File: src/rtl/fixed_point_muldiv_seq.sv
// Sequential signed Q(INT_W.FRAC_W) multiply / restoring-divide unit with valid/ready handshakes.
// Optional build macro FXP_SAT_EN: saturate results on overflow instead of wrapping.
module fixed_point_muldiv_seq #(
  parameter int unsigned INT_W  = 21,
  parameter int unsigned FRAC_W = 16,
  localparam int unsigned W     = INT_W + FRAC_W,
  localparam int unsigned N     = W + FRAC_W
) (
  input  logic         clk,
  input  logic         reset,
  input  logic         in_valid,
  output logic         in_ready,
  input  logic         op,
  input  logic [W-1:0] a,
  input  logic [W-1:0] b,
  output logic         out_valid,
  input  logic         out_ready,
  output logic [W-1:0] result,
  output logic         overflow,
  output logic         div_by_zero
);

  localparam int unsigned CntW = $clog2(N + 2);
  localparam int unsigned PW   = 2 * W - FRAC_W;
  localparam logic [CntW-1:0] CntIter = CntW'(N);
  localparam logic [CntW-1:0] CntLast = CntW'(N + 1);
  localparam logic [W-1:0] MaxV = {1'b0, {(W-1){1'b1}}};
  localparam logic [W-1:0] MinV = {1'b1, {(W-1){1'b0}}};
  localparam logic [N-1:0] QLim = {{(N-W){1'b0}}, 1'b1, {(W-1){1'b0}}};

  typedef enum logic [2:0] {StIdle, StMul1, StMul2, StDiv, StDz, StDone} state_e;

  state_e                 state_q;
  logic                   in_ready_q, out_valid_q, overflow_q, dz_q, neg_q;
  logic [W-1:0]           result_q, bmag_q, rem_q;
  logic signed [W-1:0]    a_q, b_q;
  logic [PW-1:0]          p_q;
  logic [N-1:0]           dq_q;
  logic [CntW-1:0]        cnt_q;

  logic [W-1:0]           a_mag, b_mag, rem_nxt, mul_res, div_res, div_wrap;
  logic [N-1:0]           dq_nxt;
  logic [W:0]             shifted;
  logic                   ge, mul_ovf, div_ovf;
  logic signed [2*W-1:0]  a_ext, b_ext;

  always_comb begin
    a_mag = a[W-1] ? (~a + 1'b1) : a;
    b_mag = b[W-1] ? (~b + 1'b1) : b;
    a_ext = (2*W)'(a_q);
    b_ext = (2*W)'(b_q);

    // One restoring step: shift the next dividend bit into the partial remainder.
    shifted = {rem_q, dq_q[N-1]};
    ge      = shifted >= {1'b0, bmag_q};
    rem_nxt = W'(shifted - {1'b0, (ge ? bmag_q : {W{1'b0}})});
    dq_nxt  = {dq_q[N-2:0], ge};

    // p_q holds product bits [2W-1:FRAC_W]; the top W-FRAC_W+1 of those must agree.
    mul_ovf  = !((&p_q[PW-1:W-1]) || !(|p_q[PW-1:W-1]));
    div_ovf  = neg_q ? (dq_q > QLim) : (dq_q >= QLim);
    div_wrap = neg_q ? (~dq_q[W-1:0] + 1'b1) : dq_q[W-1:0];
`ifdef FXP_SAT_EN
    mul_res = mul_ovf ? (p_q[PW-1] ? MinV : MaxV) : p_q[W-1:0];
    div_res = div_ovf ? (neg_q ? MinV : MaxV) : div_wrap;
`else
    mul_res = p_q[W-1:0];
    div_res = div_wrap;
`endif
  end

  always_ff @(posedge clk) begin
    if (reset) begin
      state_q     <= StIdle;
      in_ready_q  <= 1'b1;
      out_valid_q <= 1'b0;
      result_q    <= '0;
      overflow_q  <= 1'b0;
      dz_q        <= 1'b0;
      neg_q       <= 1'b0;
      a_q         <= '0;
      b_q         <= '0;
      bmag_q      <= '0;
      rem_q       <= '0;
      dq_q        <= '0;
      p_q         <= '0;
      cnt_q       <= '0;
    end else begin
      unique case (state_q)
        StIdle: begin
          if (in_valid) begin
            a_q        <= a;
            b_q        <= b;
            bmag_q     <= b_mag;
            rem_q      <= '0;
            dq_q       <= {a_mag, {FRAC_W{1'b0}}};
            neg_q      <= a[W-1] ^ b[W-1];
            cnt_q      <= '0;
            in_ready_q <= 1'b0;
            overflow_q <= 1'b0;
            dz_q       <= 1'b0;
            if (!op)            state_q <= StMul1;
            else if (b == '0)   state_q <= StDz;
            else                state_q <= StDiv;
          end
        end
        StMul1: begin
          p_q     <= PW'((a_ext * b_ext) >>> FRAC_W);
          state_q <= StMul2;
        end
        StMul2: begin
          result_q    <= mul_res;
          overflow_q  <= mul_ovf;
          out_valid_q <= 1'b1;
          state_q     <= StDone;
        end
        StDz: begin
          // Two-cycle dwell keeps divide-by-zero latency equal to multiply.
          if (cnt_q == CntW'(1)) begin
            result_q    <= a_q[W-1] ? MinV : MaxV;
            overflow_q  <= 1'b1;
            dz_q        <= 1'b1;
            out_valid_q <= 1'b1;
            state_q     <= StDone;
          end else begin
            cnt_q <= cnt_q + 1'b1;
          end
        end
        StDiv: begin
          cnt_q <= cnt_q + 1'b1;
          if (cnt_q < CntIter) begin
            rem_q <= rem_nxt;
            dq_q  <= dq_nxt;
          end else if (cnt_q == CntLast) begin
            result_q    <= div_res;
            overflow_q  <= div_ovf;
            out_valid_q <= 1'b1;
            state_q     <= StDone;
          end
        end
        StDone: begin
          if (out_ready) begin
            out_valid_q <= 1'b0;
            in_ready_q  <= 1'b1;
            state_q     <= StIdle;
          end
        end
        default: state_q <= StIdle;
      endcase
    end
  end

  assign in_ready    = in_ready_q;
  assign out_valid   = out_valid_q;
  assign result      = result_q;
  assign overflow    = overflow_q;
  assign div_by_zero = dz_q;

endmodule

File: config.mk
export PLATFORM = sky130hd
export DESIGN_NAME = fixed_point_muldiv_seq
export DESIGN_NICKNAME = d
export VERILOG_FILES = /design/src/rtl/fixed_point_muldiv_seq.sv
export SDC_FILE = /design/constraint.sdc
export NUM_CORES = 2
export LEC_CHECK = 0
export CELL_PAD_IN_SITES_DETAIL_PLACEMENT = 1
export CELL_PAD_IN_SITES_GLOBAL_PLACEMENT = 1
export CORE_MARGIN = 2
export CORE_UTILIZATION = 40
export DETAILED_ROUTE_END_ITERATION = 16
export PLACE_DENSITY_LB_ADDON = 0.1
export SLEW_MARGIN = 0
export SYNTH_ARGS = -nofsm -noshare
export SYNTH_HDL_FRONTEND = slang
export SYNTH_SLANG_ARGS = --single-unit
File: constraint.sdc
create_clock -name clk -period 10.6 [get_ports clk]
set_clock_uncertainty 0.1 [all_clocks]
set_input_delay 1.59 -clock clk [delete_from_list [all_inputs] [get_ports clk]]
set_output_delay 1.59 -clock clk [all_outputs]
set_load 0.05 [all_outputs]
Yosys cells after proc, flatten, opt, wreduce, memory -nomap -nowiden
Cells that the tools add are included.
{ "op_classes": {"mux": 39, "reduce_logical": 23, "n_mul": 1, "n_eq_ne": 14, "add_sub_neg": 5, "bitwise": 4, "order_cmp": 4} }
{ "ops": {"columns": ["cell", "n"], "rows": [
  ["$mux W37", 10],
  ["$add A37 B1 Y37 const B", 3],
  ["$not A37 Y37", 3],
  ["$pmux W37 S3", 1],
  ["$mux W53", 2],
  ["$pmux W53 S2", 1],
  ["$mul A37 B37 Y74", 1],
  ["$pmux W37 S2", 1],
  ["$ge A53 B37 Y1 const B", 1],
  ["$gt A53 B37 Y1 const B", 1],
  ["$ge A38 B37 Y1", 1],
  ["$logic_not A37 Y1", 1],
  ["$sub A37 B37 Y37", 1],
  ["$reduce_and A22 Y1", 1],
  ["$reduce_or A22 Y1", 1],
  ["$mux W3", 7],
  ["$pmux W3 S6", 1],
  ["$pmux W6 S3", 1],
  ["$reduce_and A5 Y1", 3],
  ["$ne A2 B2 Y1 const B", 7],
  ["$mux W6", 2],
  ["$reduce_and A3 Y1", 4],
  ["$mux W1", 9],
  ["$pmux W1 S4", 2],
  ["17 further kinds", 25]
]} }
{ "totals": {"out_inout_bits": 41, "elab_cells": 104, "register_bits": 310, "inputBits": 79} }

Logic depth before layout (Yosys ltp)
{ "depth": {"word_depth": 6, "mapped_depth": 31, "ltp_nobuf": 29} }

Worst setup path before layout
OpenSTA, ideal clock, no wires.
{ "synth_timing": {"kind": "register to register", "start": "reg a_q[36]", "end": "reg p_q[54]", "t_required_ns": 10.383, "path_buffers": 2, "arrival_ns": 8.118, "period_less_slack_ns": 8.334, "setup_ns": 0.117, "path_stages_with_launch": 28, "setup_slack_ns": 2.266, "cell_sequence": "dfxtp_1 clkbuf_1 clkbuf_1 nand2_1 inv_1 fa_1 fa_1 inv_1 fa_1 inv_1 fa_1 inv_1 fa_1 inv_1 fa_1 inv_1 fa_1 inv_1 ha_1 and3_1 and2_1 and2_1 and3_1 a211oi_1 o21a_1 nor4_1 or4_1 a22o_1"} }
{ "synth_between": {"elab_chain_cells": 1} }
{ "synth_lines": {"columns": ["item", "line", "text"], "rows": [
  ["from (decl)", "36", "logic signed [W-1:0] a_q, b_q;"],
  ["from (signal assigned)", "81", "a_q <= '0;"],
  ["from (signal assigned)", "92", "a_q <= a;"],
  ["$mul A37 B37 Y74", "108", "p_q <= PW'((a_ext * b_ext) >>> FRAC_W);"],
  ["to (signal assigned)", "108", null],
  ["to (decl)", "37", "logic [PW-1:0] p_q;"]
]} }
No other way between the ends.
A chain may end at the register's enable or synchronous reset.

Worst setup path after layout
{ "layout_timing": {"start": "reg b_q[26]", "end": "reg p_q[45]"} }
{ "layout_between": {"elab_chain_cells": 1} }
{ "layout_lines": {"columns": ["item", "line", "text"], "rows": [
  ["from (decl)", "36", null],
  ["from (signal assigned)", "82", "b_q <= '0;"],
  ["from (signal assigned)", "93", "b_q <= b;"],
  ["$mul A37 B37 Y74", "108", null]
]} }
No other way between the ends.

==> results.md <==
- Most Frequent Cell on Critical Path: fa_1
- Netlist area before placement: 0.0643 mm²
- Max Clock Freq: 0.104 GHz
- Worst min-delay path category: register to register
- Global-route wire length before repair: 340000 µm
- Kind of end point of the critical path: register
- Crit path launch type: register
- Share of final-layout standard cells stronger than drive strength 1: 0.0334
- Clock Pin Slew Worst Setup and Hold Paths: 0.06 ns
- Total of flip-flops plus latches after synthesis: 309
- Setup TNS: 0 ns
- Crit Reg-Reg Startpoint: b_q[26]
- Area of all placed cells without fillers: 0.0690 mm²
- Buffer depth of the longest clock path: 3
- CTS H-tree lvls: 2
- Root buffer selected by CTS: clkbuf_16
- Yosys warns: 0
- Post-synthesis average cell area: 8.79 µm²
- Total overflow reported by the global router: 0
- Stage delay of the slowest cell on the critical path: 0.96 ns
- Asr flop ratio synth: 0
- Maxcap violations: 0
- Post-layout nets: 8985
- Worst hold slack after final layout: 0.340 ns
- Die width: 405 µm
- Number of nets with antenna violations after detailed routing: 0
- Detailed Routing Iterations Pass 1: 5
- Latest clock arrival within the worst-skew pair: 0.59 ns
- DRC violation count after routing: 0
- Number of global-route vias before repair: 55600
- Postcts setup bufs: 0
- TritonCTS clock tree: yes
- Area of the die: 0.164 mm²
- Post-detailed-placement cell area: 0.0676 mm²
- Peak supply drop: 0.267 mV
- Arrival @ worst endpoint: 9.94 ns
- Synthesized instance count: 7322
- Total nets after synthesis: 9162
- Number of enable flip-flop cells after synthesis: 0
- Cells traversed along the worst timing path: buf_4, and2_1, fa_1, inv_1, fa_1, inv_1, fa_1, fa_1, fa_1, fa_1, fa_1, inv_1, fa_1, inv_1, ha_1, nand4_1, nor3_1, nor2b_1, nand2b_1, o31ai_1, o21bai_1, o31ai_1, xnor2_1, o21ai_0
- Static leakage: 32.3 nW
- Run status: finished, final reports clean
- Violation count after the first detailed-routing iteration: 2512
- Die outline height: 405 µm
- Leading cell types in the layout, fill and taps excluded: 1455 x fa_1, 1363 x inv_1, 1179 x nand2_1
- Final GP Congestion: 0.882
- Synth unique cells: 71
- Area leader, netlist: fa_1
- Number of endpoints with negative hold slack in the final report: 0
- Cells taking the most area after synthesis: fa_1 45%, dfxtp_1 9.6%, inv_1 8.0%
- Hold Buf Count CTS: 0
- RSZ-0062 raised after global routing: false
- Maximum fanout along the worst path: 30
- Clock buffers created by TritonCTS: 40
- Beginning of the critical path: b_q[26]
- Min Clock Period, post-route: 9.64 ns
- Post-synth top area share: 0.453
- Largest delay share family, worst path: adder cells
- Maximum number of pins on one net before global-route repair: 109
- Worst-path cell with the longest stage delay: dfxtp_1
- Critical path start-end classification: register to register
- Transition time at the pin with the least slew margin: 1.12 ns
- Layout overhead on the synthesized area: 7.19%
- Total setup violations reported at the end of the flow: 0
- Final wirelength: 218000 µm
- CTS sink count: 309
- Critical path buffers and inverters: 5
- Total via count in the routed design: 49200
- Min-delay src: in_ready
- Most frequent standard cell in the layout excluding fill and tap cells: fa_1
- Effective utilization at floorplan: 0.402
- Number of placement rows: 147
- Final-report max-slew violation count: 0
- Number of antenna violations at the first check in global routing: 9
- Sequential share of the synthesized area: 0.0961
- Data required time of the critical path: 10.90 ns
- DR WL/cell: 23.3 µm
- Power Total: 16.0 mW
- All-Layer GR Usage: 0.273
- Drt via density: 5.27
- Number of I/O port buffers: 119
- Detailed Place HPWL: 177000 µm
- Share of the clock period used by the worst path after layout: 0.910
- Cell area power density: 232 mW/mm²
- IO Pins: 120
- Area of the core: 0.160 mm²
- Post-cts repair resize count: 0
- Max transition margin: 0.253
- Leading register cell type out of synthesis: dfxtp_1
-- final timing paths --
check	end	slack, ns	cells after the start
setup / recovery	p_q[45]	0.96	24
hold / removal	in_ready	0.34	2
setup reg to reg	p_q[45]	0.96	24
hold reg to reg	in_ready	0.34	2
-- where the power goes --
group | internal (mW) | total (mW) | switching, mW
clock network | 0.831 | 1.45 | 0.617
logic | 4.57 | 12.4 | 7.85
registers | 1.53 | 2.12 | 0.588
-- worst register-to-register path, stage by stage (launching register included) --
cell and delay (ns):
dfxtp_1 0.96, buf_4 0.61, and2_1 0.27, fa_1 0.42, inv_1 0.08, fa_1 0.41
inv_1 0.08, fa_1 0.44, fa_1 0.53, fa_1 0.59, fa_1 0.47, fa_1 0.50
inv_1 0.05, fa_1 0.47, inv_1 0.04, ha_1 0.46, nand4_1 0.26, nor3_1 0.47
nor2b_1 0.23, nand2b_1 0.19, o31ai_1 0.81, o21bai_1 0.39, o31ai_1 0.35, xnor2_1 0.20
o21ai_0 0.11
-- final cells by class --
class                   instances  area [µm²]
diodes                          4        10.0
clock buffers                  51        1120
clock inverters                22         240
fillers                     18700       91200
inverters                    1363        5120
multi-input cells            5183       51300
flip-flops and latches        309        6200
well taps                    2160        2700
repair buffers                248        2240
-- flip-flops by register name, summed over array words and instances, names as in the netlist, 3 cells and up --
signal   count
b_q         36
result      37
cnt_q        6
rem_q       37
state_q      3
dq_q        53
bmag_q      37
p_q         58
a_q         37
-- per-layer routing --
metal  global-route usage  share of wire
met5                    0              0
met3               0.0240          0.039
met2                0.490           0.51
met4               0.0736          0.031
met1                0.352           0.42
-- stage by stage --
stage	util	std cells	setup WS, ns
2_1_floorplan	-	7322	2.27
3_3_place_gp	0.422	9263	1.04
3_5_place_dp	0.422	9263	1.03
4_1_cts	0.430	9336	1.01
5_1_grt	0.430	9336	0.668
6_report	0.431	9340	0.957
-- cell usage after synthesis (17+ instances only) --
library cell and count:
nand2_1 1180, o21bai_1 18, fa_1 1455, nand2b_1 17, a21o_1 77, a31oi_1 22, nand3_1 75, clkbuf_1 454
o21ai_0 144, a211oi_1 87, nor3_1 30, dfxtp_1 309, a221oi_1 21, a21oi_1 337, nand4_1 44, xor2_1 116
nor2_1 254, ha_1 306, o31ai_1 42, nor4_1 19, and2_1 593, o221ai_1 18, nor2b_1 46, or3_1 25
inv_1 1363, xnor2_1 92
-- kinds of logic after synthesis --
| logic type | synth area share |
|---|---|
| AND/OR/NAND/NOR | 0.171 |
| buffers and inverters | 0.107 |
| adder cells (fa/ha/maj) | 0.512 |
| AO/OA/AOI/OAI | 0.0847 |
| flip-flops | 0.0961 |
| XOR/XNOR | 0.0283 |
| multiplexers | 0.000797 |
Power figures use the tool's default switching activity.
==> variant (same flow settings) <==
The option `FXP_SAT_EN` is turned on by a define.
--- a/src/rtl/fixed_point_muldiv_seq.sv
+++ b/src/rtl/fixed_point_muldiv_seq.sv
@@ -2,2 +2,4 @@
 // Optional build macro FXP_SAT_EN: saturate results on overflow instead of wrapping.
+`define FXP_SAT_EN
+
 module fixed_point_muldiv_seq #(
Function: not settled (the Yosys comparison gave no result); the edit may change what the design does.
==> variant against the original RTL <==
Via count is 1.5% higher; maximum frequency is 3.9% higher; global-route usage is 0.87 points higher; sequential cell count stayed put; routed wire length grew 3.3%; worst setup slack improved by 0.36 ns; synthesized area grew 0.58%; sequential share of layout area fell by 0.080 points; cell count grew 0.34%; clock power grew 8%; total power decreased by 33%; design area up 0.80%; critical endpoint is now p_q[56].
==> variant: results (changes against the original RTL) <==
| Metric | Value |
|---|---|
| Pre-Repair DR Iteration Count | `5 (unchanged)` |
| CTS Buf Count | `41 (+2.5%)` |
| Share of cells above drive strength 1 | `0.0433 (+0.00983)` |
| Most Used Layer, Global Route | `met2` |
| Synth cell count leaders | `fa_1, inv_1, nand2_1, and2_1, clkbuf_1` |
| Average size of a mapped cell | `8.82 µm² (+0.37%)` |
| Worst rel slew slack | `0.119 (-0.134)` |
| Clock latency on the worst-skew pair | `0.61 ns (+0.02 ns)` |
| Worst path max stage delay | `0.64 ns (-0.32 ns)` |
| Clock slew at reported path FFs | `0.06 ns (about the same)` |
| IO buf count | `119 (unchanged)` |
| Placed cells | `9299 (+0.39%)` |
| Synth Warn # | `0 (unchanged)` |
| Main synth FF type | `dfxtp_1` |
| Vias post-DR | `49936 (+1.5%)` |
| GR Util met1 | `0.397 (+0.0449)` |
| Non-filler instance count after layout | `9372 (+0.34%)` |
| Critical Path AT | `9.65 ns (-0.29 ns)` |
| CP max stage cell | `dfxtp_1` |
| Htree depth | `2 (unchanged)` |
| Largest net degree at the start of global routing | `87 (-20%)` |
| Async SR Flop Fraction | `0 (unchanged)` |
| Hpwl dp | `183000 µm (+3.1%)` |
| Total GRT Usage | `0.282 (+0.00871)` |
| Total congestion overflow | `0 (unchanged)` |
| Worst slack, placed | `1.33 ns (+0.301 ns)` |
| Synth Net Count | `9177 (+0.16%)` |
| GR Layer Usage met2 | `0.462 (-0.0281)` |
| Global-route wire length before repair | `350000 µm (+2.8%)` |
| Synth unique cells | `76 (+7.0%)` |
| DRT Wirelength | `225000 µm (+3.3%)` |
| Crit Path Max Fanout | `29 (-3.3%)` |
| Status | `finished, final reports clean` |
| CTS max path bufs | `3 (unchanged)` |
| Sequential area share after synthesis | `0.0956 (-0.000552)` |
| Global placer's final weighted congestion | `0.871 (-1.2%)` |
| Cell area after placement | `68100 µm² (+0.73%)` |
| DRC viols | `0 (unchanged)` |
| CTS Root Cell | `clkbuf_16` |
| Met3 GRT Util | `0.0253 (+0.00131)` |
| Post-CTS setup buffers | `0 (unchanged)` |
| Initial antenna violation count | `6 (-3)` |
| Post-CTS Resized | `0 (unchanged)` |
| Synth area leaders | `fa_1, dfxtp_1, inv_1` |
| Hold Crit Class | `flop to flop` |
| Leakage | `32.6 nW (+0.90%)` |
| Vias in the first global route | `55503 (-0.13%)` |
| VDD IR max | `0.000224 V (-16%)` |
| Largest registers | `p_q: 58 flops, dq_q: 53 flops` |
| Nets | `9022 (+0.41%)` |
| DRT iter0 DRCs | `2954 (+18%)` |
## variant: cell count changes after synthesis, sizes merged, moves of 11 or more
cell	before	now
a221oi	21	4
o211ai	9	30
nor2	254	208
a211oi	87	74
o221ai	18	1
inv	1363	1349
nand2	1180	1208
xnor2	92	80
a22o	3	23
nor3	30	62
o21a	9	20
a21oi	337	381
nand3	75	62
## variant: path summary, 6_finish.rpt
path | start | endpoint | slack (ns) | cells after the start
setup / recovery | a_q[36] | p_q[56] | 1.32 | 27
hold / removal | in_ready | in_ready | 0.34 | 2
setup reg to reg | a_q[36] | p_q[56] | 1.32 | 27
hold reg to reg | in_ready | in_ready | 0.34 | 2
## variant: layout make-up
class | count | area, µm²
fillers | 18608 | 91000
multi-input cells | 5218 | 51800
flip-flops and latches | 309 | 6190
inverters | 1349 | 5060
well taps | 2160 | 2700
repair buffers | 263 | 2350
clock buffers | 53 | 1120
clock inverters | 17 | 307
diodes | 3 | 7.51
## variant: per-stage QoR
| stage | utilization | total power [W] | hold slack (ns) |
|---|---|---|---|
| 2_1_floorplan | - | 0.00657 | 0.332 |
| 3_3_place_gp | 0.424 | 0.00907 | 0.331 |
| 3_5_place_dp | 0.424 | 0.00911 | 0.337 |
| 4_1_cts | 0.433 | 0.0108 | 0.346 |
| 5_1_grt | 0.433 | 0.0116 | 0.366 |
| 6_report | 0.433 | 0.0107 | 0.342 |
## variant: metal layers
metal	wire, µm	part of all wire	up-vias
li1	-	-	21883
met1	101000	0.45	26740
met2	106000	0.47	1082
met3	10200	0.045	229
met4	7720	0.034	2
met5	10	0.000044	-
## variant: worst max-delay path, delay by kind of cell (launching register included)
kind | cells | cell delay, ns
AOI/OAI and AO/OA | 8 | 1.92
xor gates and xnor gates | 1 | 0.12
DFF | 1 | 0.64
adders and majority gates | 9 | 4.40
buffers and inverters | 7 | 1.62
and+or+nand+nor | 2 | 0.36
## variant: power by group
part           switching (W)  total, W  leakage [nW]  internal, W
registers           0.000295   0.00164          2.53      0.00134
logic                0.00474   0.00752          29.4      0.00279
clock network       0.000636   0.00156         0.695     0.000920
total                0.00567    0.0107          32.6      0.00505
## variant: cell families (layout without fill, tap and decap cells)
logic type                 Yosys count  after routing  synth area share
xor gates and xnor gates           204            204            0.0278
adders and majority gates         1761           1761             0.509
muxes                                2              2          0.000329
AOI/OAI and AO/OA                  892            892            0.0868
DFF                                309            309            0.0956
other                                0              3                 0
and+or+nand+nor                   2359           2359             0.175
buffers and inverters             1810           1682             0.105
